--- config.mk ---
export PLATFORM = sky130hd
export DESIGN_NAME = id_ex_stage_reg
export DESIGN_NICKNAME = d
export VERILOG_FILES = /design/src/rtl/id_ex_stage_reg.sv
export SDC_FILE = /design/constraint.sdc
export NUM_CORES = 1
export LEC_CHECK = 0
export CAP_MARGIN = 10
export CORE_UTILIZATION = 47
export DETAILED_ROUTE_END_ITERATION = 6
export GPL_TIMING_DRIVEN = 0
export PLACE_DENSITY = 0.79
export RECOVER_POWER = 100
export SYNTH_ARGS = -nofsm -noshare
export SYNTH_HDL_FRONTEND = slang
export SYNTH_SLANG_ARGS = --single-unit
--- constraint.sdc ---
create_clock -name clk -period 2.2 [get_ports clk]
set_input_delay 0.44 -clock clk [delete_from_list [all_inputs] [get_ports clk]]
set_output_delay 0.44 -clock clk [all_outputs]
set_load 0.1 [all_outputs]
--- src/rtl/id_ex_stage_reg.sv ---
// ID/EX pipeline register: carries the decoded control bundle and operands into EX,
// inserts a bubble on load-use hazards, squashes on flush, and counts stall cycles.
module id_ex_stage_reg #(
    parameter int XLEN  = 32,
    parameter int CNT_W = 16
) (
    input  logic            clk,
    input  logic            reset,
    input  logic            id_valid,
    input  logic            Branch,
    input  logic            MemRead,
    input  logic            MemtoReg,
    input  logic            MemWrite,
    input  logic            ALUSrc,
    input  logic            RegWrite,
    input  logic [1:0]      ALUOp,
    input  logic [4:0]      id_rs1,
    input  logic [4:0]      id_rs2,
    input  logic [4:0]      id_rd,
    input  logic [2:0]      id_funct3,
    input  logic            id_funct7b5,
    input  logic [XLEN-1:0] id_pc,
    input  logic [XLEN-1:0] id_rd1,
    input  logic [XLEN-1:0] id_rd2,
    input  logic [XLEN-1:0] id_imm,
    input  logic            flush,
    output logic            ex_valid,
    output logic            ex_Branch,
    output logic            ex_MemRead,
    output logic            ex_MemtoReg,
    output logic            ex_MemWrite,
    output logic            ex_ALUSrc,
    output logic            ex_RegWrite,
    output logic [1:0]      ex_ALUOp,
    output logic [4:0]      ex_rs1,
    output logic [4:0]      ex_rs2,
    output logic [4:0]      ex_rd,
    output logic [2:0]      ex_funct3,
    output logic            ex_funct7b5,
    output logic [XLEN-1:0] ex_pc,
    output logic [XLEN-1:0] ex_rd1,
    output logic [XLEN-1:0] ex_rd2,
    output logic [XLEN-1:0] ex_imm,
    output logic            stall,
    output logic [CNT_W-1:0] stall_cnt
);

    typedef struct packed {
        logic       branch;
        logic       mem_read;
        logic       memto_reg;
        logic       mem_write;
        logic       alu_src;
        logic       reg_write;
        logic [1:0] alu_op;
    } ctrl_t;

    ctrl_t id_ctrl;
    ctrl_t ex_ctrl;
    logic  hazard;
    logic  capture;

    // MemtoReg only matters when the instruction writes back; clearing it otherwise
    // keeps a don't-care from a store or branch out of EX.
    assign id_ctrl = '{
        branch:    Branch,
        mem_read:  MemRead,
        memto_reg: MemtoReg & RegWrite,
        mem_write: MemWrite,
        alu_src:   ALUSrc,
        reg_write: RegWrite,
        alu_op:    ALUOp
    };

    // rs2 is a true source only for register-register ops and stores.
    assign hazard = ex_valid && ex_ctrl.mem_read && (ex_rd != 5'd0) && id_valid &&
                    ((ex_rd == id_rs1) || ((ex_rd == id_rs2) && (!ALUSrc || MemWrite)));

    assign stall   = hazard && !flush;
    assign capture = !flush && !hazard;

    // NOTE: every sequential block uses <= so all registers sample pre-edge values.
    always_ff @(posedge clk) begin
        if (reset) begin
            ex_valid <= 1'b0;
            ex_ctrl  <= '0;
        end else begin
            ex_valid <= capture && id_valid;
            ex_ctrl  <= (capture && id_valid) ? id_ctrl : ctrl_t'('0);
        end
    end

    // Data fields hold across bubbles and flushes; only valid/controls are cleared.
    always_ff @(posedge clk) begin
        if (reset) begin
            ex_rs1      <= '0;
            ex_rs2      <= '0;
            ex_rd       <= '0;
            ex_funct3   <= '0;
            ex_funct7b5 <= 1'b0;
            ex_pc       <= '0;
            ex_rd1      <= '0;
            ex_rd2      <= '0;
            ex_imm      <= '0;
        end else if (capture) begin
            ex_rs1      <= id_rs1;
            ex_rs2      <= id_rs2;
            ex_rd       <= id_rd;
            ex_funct3   <= id_funct3;
            ex_funct7b5 <= id_funct7b5;
            ex_pc       <= id_pc;
            ex_rd1      <= id_rd1;
            ex_rd2      <= id_rd2;
            ex_imm      <= id_imm;
        end
    end

    always_ff @(posedge clk) begin
        if (reset) begin
            stall_cnt <= '0;
        end else if (stall && (stall_cnt != {CNT_W{1'b1}})) begin
            stall_cnt <= stall_cnt + 1'b1;
        end
    end

    assign ex_Branch   = ex_ctrl.branch;
    assign ex_MemRead  = ex_ctrl.mem_read;
    assign ex_MemtoReg = ex_ctrl.memto_reg;
    assign ex_MemWrite = ex_ctrl.mem_write;
    assign ex_ALUSrc   = ex_ctrl.alu_src;
    assign ex_RegWrite = ex_ctrl.reg_write;
    assign ex_ALUOp    = ex_ctrl.alu_op;

endmodule
==> results by group <==
Yosys
  • Avg Cell Area, Syn: 7.84 um^2
  • Yosys cell types: 42
  • Syn. warnings: 0
  • Top_reg_cell synth: dfxtp_1
  • Area contributors post-synth: dfxtp_1 33%, a211o_1 12%, nor4b_1 12%
  • Net count after synthesis: 1487
  • Register area share after synthesis: 0.331
  • Synth Instances: 1327
  • Most frequent cell after synthesis: nand2_1
  • Synth cell count leaders: 300 x nand2_1, 172 x dfxtp_1, 151 x o21ai_0
  • EDFF count, synth: 0
  • Async SR Flop Fraction: 0
  • Largest area contributor in the synthesized netlist: dfxtp_1
  • Synth top area share: 0.331
  • Yosys reg bits: 172
  • Mapped cell area: 0.0104 mm^2

Power and ir drop
  • Switching Power: 4.59 mW
  • Combinational share of power: 0.375
  • Lkg Pwr: 6.40 nW
  • Sw Ratio: 0.429
  • Internal: 6.11 mW
  • Peak VDD IR: 550 uV
  • Sequential share of power: 0.339
  • P per Cell Area: 708 mW/mm^2
  • Clk pwr share: 0.286

Global route
  • Largest net degree at the start of global routing: 20
  • GR Overflow Total: 0
  • Initial antenna violation count: 1
  • Vias in the first global route: 10.9k
  • Total GRT Usage: 0.324
  • First-pass GRT wire length: 58000 um

Worst hold path
  • Hold endpoint: stall_cnt[15]$_SDFFE_PP0P_
  • Hold path start: stall_cnt[15]$_SDFFE_PP0P_
  • Worst min path class: reg2reg
  • Hold depth: 2

Timing
  • RSZ-0062 raised after global routing: true
  • Final setup viols: 72
  • FMAX: 415 MHz
  • Post-Route Skew: 11.0 ps
  • Final Slew Violations: 0
  • Min cycle time layout: 2410 ps
  • Final hold vios: 0
  • Final worst-path setup slack: -211 ps
  • Setup TNS: -3740 ps
  • Period utilization: 1.10
  • Max-slew headroom: 0.212
  • Actual slew at the worst max-slew pin: 1190 ps

Clock tree
  • Worst-path clk slew: 70 ps
  • # hold bufs at CTS: 0
  • CTS max path bufs: 2
  • CTS tree: done
  • Root buffer cell: clkbuf_16
  • TritonCTS buffer count: 17
  • Clk_lat worst skew: 430 ps
  • Clk sinks: 172
  • CTS HTree Levels: 4

Critical path
  • Internal reg-to-reg setup slack: -50 ps
  • Top delay family on crit path: simple AND/OR/NAND/NOR gates
  • Worst path required time: 1760 ps
  • Crit path buffers/inverters: 2
  • Worst path slowest cell: or4_4
  • Crit path capture type: output pin
  • Cell count of the worst reg-to-reg path: 8
  • R2R Path End: ex_rd2[29]$_SDFFE_PP0P_
  • CP arrival: 1970 ps
  • CP Launch Type: flip-flop
  • Reg-to-Reg Start: ex_rd[2]$_SDFFE_PP0P_
  • Worst Path Max Fanout: 6
  • Critical path cell sequence: or4_4 > o21ai_4 > buf_12 > nor3_4 > buf_12
  • Max incr delay on CP: 570 ps
  • Crit Path Class: reg2out
  • CP most frequent cell: buf_12

Floorplan
  • Die W: 151 um
  • Die ar.: 0.0227 mm^2
  • Site Rows: 54
  • Initial Util: 0.478
  • Core Region: 0.0218 mm^2
  • Die span in y: 151 um
  • IO Pins: 332

Cells and area
  • Fill cells: 1885
  • Net total in the final layout: 1847
  • Finished Core Util: 0.694
  • Share of cells above drive strength 1: 0.122
  • Layout area overhead: 45.2%

Outcome
  • Outcome: finished with violations
  • Violated checks: setup timing

Detailed routing
  • Vias per inst: 6.04
  • Post-DRT Antenna Nets: 0
  • DRC: 0
  • Detailed-route wire length per cell: 19.4 um
  • First drt pass iteration count: 5
  • Via count: 12.0k
  • DRT iter0 DRCs: 744
  • Final WL: 38500 um

Place
  • HPWL Detailed: 27100 um
  • Routability cong.: 0.903
  • Port bufs: 329
  • DP Worst Slack: -1630 ps

Job
  • Max-Cap Viols: 0
## worst max-delay path by stage
| stage | start | endpoint | cells after the start |
|---|---|---|---|
| 3_5_place_dp | flush | stall | 5 |
| 3_3_place_gp | flush | stall | 5 |
| 6_report | ex_rd[0]$_SDFFE_PP0P_ | stall | 5 |
| 2_1_floorplan | ex_rd[3]$_SDFFE_PP0P_ | stall | 6 |
| 5_1_grt | ex_rd[3]$_SDFFE_PP0P_ | stall | 6 |
| 4_1_cts | ex_rd[4]$_SDFFE_PP0P_ | stall | 7 |
## metrics by stage
stage          instances  hold slack [ps]  total power [mW]  cell area, um^2
4_1_cts             1972              504              10.7            14800
3_3_place_gp        1936              487              7.75            14100
2_1_floorplan       1327              561              6.61            10500
5_1_grt             1981              529              11.0            15100
6_report            1982              505              10.7            15100
3_5_place_dp        1936              492              7.79            14100
## sequential cells by signal (all words and copies together), names as in the netlist, 2 cells and up
name / flops
ex_imm: 32
ex_pc: 32
ex_rd1: 32
ex_rd2: 32
stall_cnt: 16
ex_rd: 5
ex_rs1: 5
ex_rs2: 5
ex_funct3: 3
ex_ALUOp: 2
## cell families after synthesis
group           count (synthesis)  share of synthesized area
xor+xnor                       10                    0.00842
flops                         172                      0.331
fa+ha+maj                       1                    0.00120
buf+inv                       159                     0.0643
compound gates                320                      0.212
mux                             6                    0.00637
simple gates                  659                      0.377
## worst min-delay path, delay by kind of cell (launching register included)
| family | cells | cell delay [ps] |
|---|---|---|
| AO/OA/AOI/OAI | 2 | 110 |
| flip-flops | 1 | 360 |
## power by group through the flow
stage                     sequential (mW)  clock [mW]  combinational, mW
final                                3.63        3.06               4.01
after global routing                 3.66        3.19               4.17
after CTS                            3.62        3.08               3.96
after detailed placement             3.70           0               4.09
after global placement               3.69           0               4.06
after floorplan                      5.67           0              0.943
## area by class of cell
class / count / area, um^2 / area share
sequential: 172 / 3520 / 0.233
multi-input combinational: 996 / 6630 / 0.439
inverter: 5 / 18.8 / 0.00124
clock buffer: 22 / 475 / 0.0315
tap: 280 / 350 / 0.0232
clock inverter: 10 / 104 / 0.00687
buffer: 152 / 830 / 0.0549
timing repair buffer: 343 / 3180 / 0.210
antenna: 2 / 5.00 / 0.000331
## metal layers
metal	vias up	track usage	wire, um
met3	61	0.0627	3240
li1	5590	-	-
met5	-	0	0
met1	5770	0.425	16200
met4	0	0.103	879
met2	558	0.534	18100
## what timing repair did
item,4_1_cts,5_1_grt
setup endpoints to repair,322,175
pin swaps,5,4
gates resized for setup,261,111
buffers inserted,6,8
## cell usage in the layout, fill, tap and decap left out, types with 31 or more instances in the layout
cell type        Yosys  layout
o21ai_0            151     151
nor3b_1            147     147
dlygate4sd2_1        0     155
clkbuf_1           110      79
clkbuf_2             0      31
nand2_1            300     300
dfxtp_1            172     149
nor4b_2              0      41
clkdlybuf4s50_1      0     152
a211o_1            147     147
nor4b_1            147     105
(Power assumes the default switching activity.)
